**config.mk**
```make
export PLATFORM = sky130hd
export DESIGN_NAME = pc_sequencer_flat
export DESIGN_NICKNAME = d
export VERILOG_FILES = /design/src/rtl/pc_seq_if.sv /design/src/rtl/pc_sequencer.sv /design/src/flat_wrapper.sv
export SDC_FILE = /design/constraint.sdc
export NUM_CORES = 1
export LEC_CHECK = 0
export ABC_CLOCK_PERIOD_IN_PS = 9300
export CAP_MARGIN = 20
export CORE_MARGIN = 4
export CORE_UTILIZATION = 35
export DETAILED_ROUTE_END_ITERATION = 7
export HOLD_SLACK_MARGIN = 0.15
export SLEW_MARGIN = 10
export SYNTH_ARGS = -nofsm -noshare
export SYNTH_HDL_FRONTEND = slang
export SYNTH_SLANG_ARGS = --single-unit
```
**constraint.sdc**
```tcl
create_clock -name CLK -period 9.3 [get_ports CLK]
set_input_delay 1.395 -clock CLK [delete_from_list [all_inputs] [get_ports CLK]]
set_output_delay 1.395 -clock CLK [all_outputs]
set_load 0.1 [all_outputs]
```
**src/rtl/pc_seq_if.sv**
```systemverilog
`default_nettype none
// ============================================================================
//  Module      : pc_seq_if
//  Description : Instruction / data-memory handshake bundle for pc_sequencer.
//  Revision    : 1.0
// ============================================================================
interface pc_seq_if #(
    parameter int PC_WIDTH = 32
) ();
    logic [31:0]         INSTRUCTION;
    logic                ZERO;
    logic                BUSYWAIT;
    logic [PC_WIDTH-1:0] PC;
    logic                MEM_READ;
    logic                MEM_WRITE;
    logic                STALL;
    logic                WB_EN;
    logic                ERR;

    modport master (
        input  INSTRUCTION, ZERO, BUSYWAIT,
        output PC, MEM_READ, MEM_WRITE, STALL, WB_EN, ERR
    );

    modport slave (
        output INSTRUCTION, ZERO, BUSYWAIT,
        input  PC, MEM_READ, MEM_WRITE, STALL, WB_EN, ERR
    );
endinterface
`default_nettype wire

```
**src/rtl/pc_sequencer.sv**
```systemverilog
`default_nettype none
// ============================================================================
//  Module      : pc_sequencer
//  Description : Program counter owner; sequential/jump/branch flow and
//                multi-cycle data-memory access with busy-wait timeout.
//  Revision    : 1.0
// ============================================================================
module pc_sequencer #(
    parameter int PC_WIDTH = 32,
    parameter int TIMEOUT  = 16
) (
    input  wire logic CLK,
    input  wire logic RESET,
    pc_seq_if.master  bus
);
    localparam logic       c_st_run    = 1'b0;
    localparam logic       c_st_access = 1'b1;
    localparam logic [7:0] c_timeout   = 8'(TIMEOUT);
    localparam logic [PC_WIDTH-1:0] c_pc_one = {{(PC_WIDTH-1){1'b0}}, 1'b1};

    localparam logic [7:0] c_op_j    = 8'h06;
    localparam logic [7:0] c_op_beq  = 8'h07;
    localparam logic [7:0] c_op_lwd  = 8'h08;
    localparam logic [7:0] c_op_lwi  = 8'h09;
    localparam logic [7:0] c_op_swd  = 8'h0A;
    localparam logic [7:0] c_op_swi  = 8'h0B;

    logic                state_q, state_d;
    logic [PC_WIDTH-1:0] pc_q, pc_d;
    logic [7:0]          cnt_q, cnt_d;
    logic                rd_q, rd_d;
    logic                wr_q, wr_d;
    logic                err_q, err_d;

    logic                w_stall;
    logic                w_wb_en;

    // Decode
    logic [7:0]          w_opcode;
    logic [7:0]          w_offset;
    logic                w_is_j, w_is_beq, w_is_load, w_is_store, w_is_mem;
    logic [PC_WIDTH-1:0] w_pc_inc;
    logic [PC_WIDTH-1:0] w_target;
    logic                w_timeout_hit;
    logic                w_unused_ok;

    assign w_opcode    = bus.INSTRUCTION[31:24];
    assign w_offset    = bus.INSTRUCTION[23:16];
    assign w_unused_ok = &{1'b0, bus.INSTRUCTION[15:0]};

    assign w_is_j      = (w_opcode == c_op_j);
    assign w_is_beq    = (w_opcode == c_op_beq);
    assign w_is_load   = (w_opcode == c_op_lwd) || (w_opcode == c_op_lwi);
    assign w_is_store  = (w_opcode == c_op_swd) || (w_opcode == c_op_swi);
    assign w_is_mem    = w_is_load || w_is_store;

    assign w_pc_inc    = pc_q + c_pc_one;
    assign w_target    = w_pc_inc + {{(PC_WIDTH-8){w_offset[7]}}, w_offset};

    // A zero TIMEOUT means the access waits on BUSYWAIT indefinitely.
    assign w_timeout_hit = (c_timeout != 8'd0) && (cnt_q == c_timeout);

    // State register
    always_ff @(posedge CLK) begin
        if (RESET) begin
            state_q <= c_st_run;
            pc_q    <= '0;
            cnt_q   <= 8'd0;
            rd_q    <= 1'b0;
            wr_q    <= 1'b0;
            err_q   <= 1'b0;
        end else begin
            state_q <= state_d;
            pc_q    <= pc_d;
            cnt_q   <= cnt_d;
            rd_q    <= rd_d;
            wr_q    <= wr_d;
            err_q   <= err_d;
        end
    end

    // Next-state logic
    always_comb begin
        state_d = state_q;
        pc_d    = pc_q;
        cnt_d   = cnt_q;
        rd_d    = rd_q;
        wr_d    = wr_q;
        err_d   = err_q;
        case (state_q)
            c_st_run: begin
                if (w_is_mem) begin
                    state_d = c_st_access;
                    cnt_d   = 8'd1;
                    rd_d    = w_is_load;
                    wr_d    = w_is_store;
                end else if (w_is_j || (w_is_beq && bus.ZERO)) begin
                    pc_d = w_target;
                end else begin
                    pc_d = w_pc_inc;
                end
            end
            c_st_access: begin
                if (!bus.BUSYWAIT || w_timeout_hit) begin
                    state_d = c_st_run;
                    pc_d    = w_pc_inc;
                    rd_d    = 1'b0;
                    wr_d    = 1'b0;
                    cnt_d   = 8'd0;
                    if (bus.BUSYWAIT) begin
                        err_d = 1'b1;
                    end
                end else if (cnt_q != 8'hFF) begin
                    cnt_d = cnt_q + 8'd1;
                end
            end
            default: begin
                state_d = c_st_run;
            end
        endcase
    end

    // Output logic
    always_comb begin
        w_stall = 1'b0;
        w_wb_en = 1'b0;
        case (state_q)
            c_st_run: begin
                w_stall = w_is_mem;
            end
            c_st_access: begin
                w_stall = bus.BUSYWAIT && !w_timeout_hit;
                w_wb_en = !bus.BUSYWAIT && rd_q;
            end
            default: begin
                w_stall = 1'b0;
                w_wb_en = 1'b0;
            end
        endcase
    end

    assign bus.PC        = pc_q;
    assign bus.MEM_READ  = rd_q;
    assign bus.MEM_WRITE = wr_q;
    assign bus.STALL     = w_stall;
    assign bus.WB_EN     = w_wb_en;
    assign bus.ERR       = err_q;
endmodule
`default_nettype wire

```
**src/flat_wrapper.sv**
```systemverilog
// flat-port wrapper written by rule: the top's interface ports become plain ports
module pc_sequencer_flat 
#(
    parameter int PC_WIDTH = 32,
    parameter int TIMEOUT  = 16
)
  (CLK, RESET, bus_INSTRUCTION, bus_ZERO, bus_BUSYWAIT, bus_PC, bus_MEM_READ, bus_MEM_WRITE, bus_STALL, bus_WB_EN, bus_ERR);
  pc_seq_if #(.PC_WIDTH(PC_WIDTH)) bus_i ();
  input  wire logic CLK;
  input  wire logic RESET;
  input wire logic [$bits(bus_i.INSTRUCTION)-1:0] bus_INSTRUCTION;
  input wire logic [$bits(bus_i.ZERO)-1:0] bus_ZERO;
  input wire logic [$bits(bus_i.BUSYWAIT)-1:0] bus_BUSYWAIT;
  output wire logic [$bits(bus_i.PC)-1:0] bus_PC;
  output wire logic [$bits(bus_i.MEM_READ)-1:0] bus_MEM_READ;
  output wire logic [$bits(bus_i.MEM_WRITE)-1:0] bus_MEM_WRITE;
  output wire logic [$bits(bus_i.STALL)-1:0] bus_STALL;
  output wire logic [$bits(bus_i.WB_EN)-1:0] bus_WB_EN;
  output wire logic [$bits(bus_i.ERR)-1:0] bus_ERR;
  assign bus_i.INSTRUCTION = bus_INSTRUCTION;
  assign bus_i.ZERO = bus_ZERO;
  assign bus_i.BUSYWAIT = bus_BUSYWAIT;
  assign bus_PC = bus_i.PC;
  assign bus_MEM_READ = bus_i.MEM_READ;
  assign bus_MEM_WRITE = bus_i.MEM_WRITE;
  assign bus_STALL = bus_i.STALL;
  assign bus_WB_EN = bus_i.WB_EN;
  assign bus_ERR = bus_i.ERR;
  pc_sequencer #(.PC_WIDTH(PC_WIDTH), .TIMEOUT(TIMEOUT)) u_core (.CLK(CLK), .RESET(RESET), .bus(bus_i));
endmodule
```
# Word-level counts from Yosys, hierarchy flattened
# Index checks and enable logic that the tools add are counted.
[totals]
regBits = 44
input_bits = 36
[classes]
n_addsub = 3
eq_ne = 12
n_mux = 18
bitwise = 1
reduce_logical = 14
[ops]
columns = ["op", "n"]
rows = [
  ["$mux W32", 3],
  ["$pmux W32 S2", 1],
  ["$add A32 B1 Y32 const B", 1],
  ["$add A32 B32 Y32", 1],
  ["$eq A8 B4 Y1 const B", 4],
  ["$mux W8", 3],
  ["$eq A8 B3 Y1 const B", 2],
  ["$pmux W8 S2", 1],
  ["$add A8 B1 Y8 const B", 1],
  ["$eq A8 B5 Y1 const B", 1],
  ["$ne A8 B8 Y1 const B", 1],
  ["$pmux W1 S2", 4],
  ["$mux W1", 6],
  ["$reduce_and A2 Y1", 3],
  ["$logic_or A1 B1 Y1", 5],
  ["$ne A2 B2 Y1 const B", 2],
  ["$logic_and A1 B1 Y1", 3],
  ["$ne A3 B3 Y1 const B", 1],
  ["$reduce_and A3 Y1", 1],
  ["$logic_not A1 Y1", 2],
  ["$ne A2 B1 Y1 const B", 1],
  ["$not A1 Y1", 1],
]

# Logic depth before layout (Yosys ltp)
[depth]
word_depth = 6
depth_mapped = 18

# Worst setup path after synthesis
# OpenSTA, ideal clock, no wires.
[synth_timing]
kind = "reg2reg"
from = "register u_core.pc_q[0] (netlist: u_core.bus.PC[0])"
to = "register u_core.pc_q[31] (netlist: u_core.bus.PC[31])"
setup_ps = 121
t_arrival_ps = 4727
t_required_ps = 9179
path_slack_ps = 4453
path_stages_with_launch = 19
cell_sequence = "dfxtp_1 > ha_1 > nand3_1 > nor3_1 > and4_1 > and2_1 > nand2_1 > nor2_1 > xor2_1 > ha_1 > clkbuf_1 > nand2_1 > or3_1 > a211o_1 > a31oi_1 > o21ai_0 > nand3b_1 > mux2i_1 > mux2_2"
[synth_via]
elab_chain_cells = 5
[synth_rtl]
columns = ["element", "line_no", "source"]
rows = [
  ["start, declared", "pc_sequencer.sv:29", "logic [PC_WIDTH-1:0] pc_q, pc_d;"],
  ["start signal, assigned", "pc_sequencer.sv:74", "pc_q <= pc_d;"],
  ["$add A32 B1 Y32 (*)", "pc_sequencer.sv:57", "assign w_pc_inc = pc_q + c_pc_one;"],
  ["$add A32 B32 Y32", "pc_sequencer.sv:58", "assign w_target = w_pc_inc + {{(PC_WIDTH-8){w_offset[7]}}, w_offset};"],
  ["$mux W32", "pc_sequencer.sv:97", "end else if (w_is_j || (w_is_beq && bus.ZERO)) begin"],
  ["$mux W32", "pc_sequencer.sv:92", "if (w_is_mem) begin"],
  ["$pmux W32 S2 (*)", "pc_sequencer.sv:90", "case (state_q)"],
]
# Mark *: on every way between the ends. The rest lies on a longest branch, timed or not. The select of a mux whose other input is x is not followed.
# A chain may end at the register's enable or synchronous reset.

# Worst setup path after layout
[layout_timing]
from = "input bus_INSTRUCTION[29]"
to = "output bus_STALL"
[layout_via]
elab_chain_cells = 4
[layout_rtl]
columns = ["element", "line_no", "source"]
rows = [
  ["start, declared", "flat_wrapper.sv:11", "input wire logic [$bits(bus_i.INSTRUCTION)-1:0] bus_INSTRUCTION;"],
  ["$eq A8 B4 Y1, on equally long branches", "pc_sequencer.sv:53, pc_sequencer.sv:54", ""],
  ["$logic_or A1 B1 Y1, on equally long branches", "pc_sequencer.sv:53, pc_sequencer.sv:54", ""],
  ["$logic_or A1 B1 Y1 (*)", "pc_sequencer.sv:55", "assign w_is_mem = w_is_load || w_is_store;"],
  ["$pmux W1 S2 (*)", "pc_sequencer.sv:127", "case (state_q)"],
  ["end, declared", "flat_wrapper.sv:17", "output wire logic [$bits(bus_i.STALL)-1:0] bus_STALL;"],
]
# Mark *: on every way between the ends. The rest lies on a longest branch, timed or not.

==> impl_metrics.json <==
{
  "ctsHtreeMaxLevel": 2,
  "grt_start_max_net_pins": 43,
  "clock_tree.root_cell": "sky130_fd_sc_hd__clkbuf_16",
  "holdCritStartpoint": "u_core.bus.ERR$_SDFFE_PP0P_",
  "num_rows": 40,
  "fin_worst_hold_slack_ns": 0.4718,
  "syn_inst": 579,
  "post_cts_hold_buffer_count": 0,
  "coreArea_sq_um": 12010,
  "fp.dieH_um": 118.7,
  "cts_num_sinks": 44,
  "worst-slew-pin-transition_ns": 0.9925,
  "asyncSetResetFlopFracSynth_pct": 0,
  "cpMostUsedCell": "sky130_fd_sc_hd__clkdlybuf4s50_1",
  "drt-pass1-iter-count": 5,
  "grt_antenna_before_repair": 0,
  "nets": 704,
  "post_synth_instance_area_sq_um": 4287,
  "cts_tree": "done",
  "required_ns": 7.91,
  "yosys_most_used_dff": "sky130_fd_sc_hd__dfxtp_1",
  "critPathLaunch": "bus_INSTRUCTION[29]",
  "layout_worst_path_cycle_share_pct": 67.79,
  "hold_depth": 2,
  "clock_skew_ns": 0.006798,
  "post_cts.resized_instances": 0,
  "p_per_area_nw_per_um2": 100.3,
  "route.detailed.wl_per_inst_um": 15.48,
  "detailedRoute.firstIterationViolations": 244,
  "top_area_cells_in_the_synthesized_netlist": "sky130_fd_sc_hd__dfxtp_1 21%, sky130_fd_sc_hd__ha_1 12%, sky130_fd_sc_hd__xnor2_1 6.5%, sky130_fd_sc_hd__nand2_1 6.4%, sky130_fd_sc_hd__nor2_1 5.5%",
  "worst-setup-path-type": "input port to primary output",
  "final_max_slew_viol_count": 0,
  "cts_max_path_buffers": 2,
  "area_fraction_of_the_dominant_cell_type_after_synthesis_pct": 20.55,
  "timing.setup.tns_ns": 0,
  "ys_ff_latch": 44,
  "crit_path_max_fanout": 42,
  "remaining_global_route_overflow": 0,
  "rsz_0062_raised_after_global_routing": "false",
  "remaining_drc_errors": 0,
  "setup.worst_path.end_class": "primary output",
  "relSlewSlack_pct": 33.62,
  "rr_startpoint": "u_core.bus.PC[0]$_SDFFE_PP0P_",
  "antenna-diode-count": 0,
  "final_cell_mix": "73 x sky130_fd_sc_hd__nand2_1, 63 x sky130_fd_sc_hd__nor2_1, 56 x sky130_fd_sc_hd__clkdlybuf4s50_1",
  "timing_hold_violations_final": 0,
  "status": "finished clean",
  "drt.antenna.violating_nets": 0,
  "layer_carrying_the_most_global_route_usage": "met2",
  "portBuffers": 56,
  "met2_usage_pct": 29.06,
  "vdd_drop_max_uv": 70.99,
  "global_route.usage.met3_pct": 1.818,
  "cts_inserted_buffers": 5,
  "final_common_cell": "sky130_fd_sc_hd__nand2_1",
  "drv_cap": 0,
  "synthDistinctLibCells": 58,
  "crit_path_max_incr_delay_ns": 1.25,
  "sink_of_the_worst_hold_path": "u_core.bus.ERR$_SDFFE_PP0P_",
  "fin_util_pct": 42.93,
  "avgSynthCellArea_sq_um": 7.403,
  "post_dr_vias_cell": 5.623,
  "die-width_um": 118.7,
  "clk_latency_ns": 0.29,
  "layout-drive-gt1-share_pct": 3.987,
  "crit_arrival_ns": 4.91,
  "vias_in_the_first_global_route": 4171,
  "grt_pass1_wl_mm": 20.38,
  "synth_fp_nets": 657,
  "leakage_nw": 2.073,
  "worst_path_max_delay_cell": "sky130_fd_sc_hd__clkdlybuf4s50_1",
  "startpoint_type_of_the_worst_setup_path": "input port",
  "library_cell_with_the_largest_summed_area_after_synthesis": "sky130_fd_sc_hd__dfxtp_1",
  "area_growth_pct": 20.29,
  "ys_warn_count": 0,
  "gpl.final_weighted_congestion": 0.9258,
  "cts.reportedPaths.clkPinSlew_ns": 0.07,
  "grt_use_total_pct": 17.12,
  "hold_path.class": "register to register",
  "setup_viol": 0,
  "cts.repair_timing.setup_buffer_count": 0,
  "global_routing_usage_on_met1_pct": 22.96,
  "max_freq_mhz": 158.6,
  "reg2reg_slack_ns": 4.52,
  "initial_utilization_pct": 35.69,
  "crit_path_cell_trace": "clkdlybuf4s50_1, or4_1, nor2_1, nand3b_1, and2_1, buf_4, inv_1, clkdlybuf4s50_1",
  "design.die.area_sq_um": 14080,
  "synth_sequential_area_ratio_pct": 20.55,
  "io-pin-count": 73,
  "route.final.wire_length_mm": 11.98,
  "r2r.worst_path.cells": 17,
  "n_fill_cell": 1226,
  "post-dp-hpwl_mm": 8.789,
  "timing.rr.end": "u_core.bus.PC[31]$_SDFFE_PP0P_",
  "synth_edf_count": 0,
  "period_minus_slack_ns": 6.304,
  "num_vias": 4352
}
[stage by stage]
stage                     worst slack, ns  area, sq um  total power [mW]  cells
final                               2.996         5156            0.5171    774
after global routing                2.856         5156            0.5419    774
after CTS                           3.022         5156            0.5232    774
after detailed placement            3.023         4984            0.3088    766
after global placement              3.043         4984            0.3071    766
after floorplan                     4.453         4287            0.2782    579
[how the worst max path moves through the flow]
stage	endpoint	slack (ns)	cells past startpoint
finish	bus_STALL	3.00	8
global route	bus_STALL	2.86	8
CTS	bus_STALL	3.02	8
detailed placement	bus_STALL	3.02	8
global placement	bus_STALL	3.04	8
floorplan	u_core.bus.PC[31]$_SDFFE_PP0P_	4.45	18
[power breakdown]
| group | switching [mW] | total, mW | internal, mW |
|---|---|---|---|
| logic | 0.0684 | 0.109 | 0.0410 |
| registers | 0.00442 | 0.196 | 0.191 |
| clock network | 0.0841 | 0.212 | 0.128 |
[per-layer routing]
| layer | up-vias | share of wire [%] |
|---|---|---|
| li1 | 2213 | - |
| met1 | 2022 | 48 |
| met4 | 0 | 1.7 |
| met2 | 102 | 47 |
| met3 | 15 | 3.4 |
| met5 | - | 0 |
[cell families (layout without fill, tap and decap cells)]
kind of cell | after synthesis | after routing | share of synthesized area, %
AOI/OAI and AO/OA | 160 | 160 | 24.34
and+or+nand+nor | 237 | 237 | 26.50
muxes | 6 | 6 | 1.489
xor gates and xnor gates | 57 | 57 | 11.65
buffers and inverters | 33 | 81 | 3.035
adders and majority gates | 42 | 42 | 12.43
DFF | 44 | 44 | 20.55
[area by class of cell]
type	count	area [sq um]	area share, %
clock buffer	5	125.1	2.427
clock inverter	3	47.55	0.9221
inverter	12	45.04	0.8736
multi-input combinational	502	3276	63.53
sequential	44	880.8	17.08
tap	147	183.9	3.567
timing repair buffer	61	598.1	11.60
[cell usage after synthesis, types with 2 or more instances]
cell type and n:
sky130_fd_sc_hd__nand4_1 18, sky130_fd_sc_hd__and3_1 7, sky130_fd_sc_hd__a22oi_1 4, sky130_fd_sc_hd__o211ai_1 3, sky130_fd_sc_hd__ha_1 41, sky130_fd_sc_hd__clkbuf_1 14, sky130_fd_sc_hd__mux2i_1 3, sky130_fd_sc_hd__a311oi_1 6
sky130_fd_sc_hd__mux2_2 3, sky130_fd_sc_hd__nand2_1 73, sky130_fd_sc_hd__nand3b_1 3, sky130_fd_sc_hd__a21oi_1 46, sky130_fd_sc_hd__a211o_1 2, sky130_fd_sc_hd__dfxtp_1 44, sky130_fd_sc_hd__buf_1 2, sky130_fd_sc_hd__o22ai_1 7
sky130_fd_sc_hd__nor4b_1 3, sky130_fd_sc_hd__nor2_1 63, sky130_fd_sc_hd__a21oi_2 3, sky130_fd_sc_hd__a21o_1 13, sky130_fd_sc_hd__nor3_1 12, sky130_fd_sc_hd__and4_1 5, sky130_fd_sc_hd__or3_1 7, sky130_fd_sc_hd__buf_2 4
sky130_fd_sc_hd__xnor2_1 32, sky130_fd_sc_hd__o21ai_0 37, sky130_fd_sc_hd__and2_1 8, sky130_fd_sc_hd__nor2b_1 5, sky130_fd_sc_hd__o21a_1 3, sky130_fd_sc_hd__inv_1 12, sky130_fd_sc_hd__nand2b_1 5, sky130_fd_sc_hd__xor2_1 25
sky130_fd_sc_hd__a221oi_1 5, sky130_fd_sc_hd__nor4_1 2, sky130_fd_sc_hd__a211oi_1 12, sky130_fd_sc_hd__a31oi_1 6, sky130_fd_sc_hd__nand3_1 20
[sequential cells by signal, summed over array words and instances, names as in the netlist]
signal                cells
u_core.cnt_q              8
u_core.bus.MEM_WRITE      1
u_core.state_q            1
u_core.bus.PC            32
u_core.bus.ERR            1
u_core.bus.MEM_READ       1
[critical path: cells and delay by family]
kind / cells / cell delay (ns)
buffers and inverters: 4 / 2.40
AND/OR/NAND/NOR: 4 / 1.06
(Power assumes the default switching activity.)
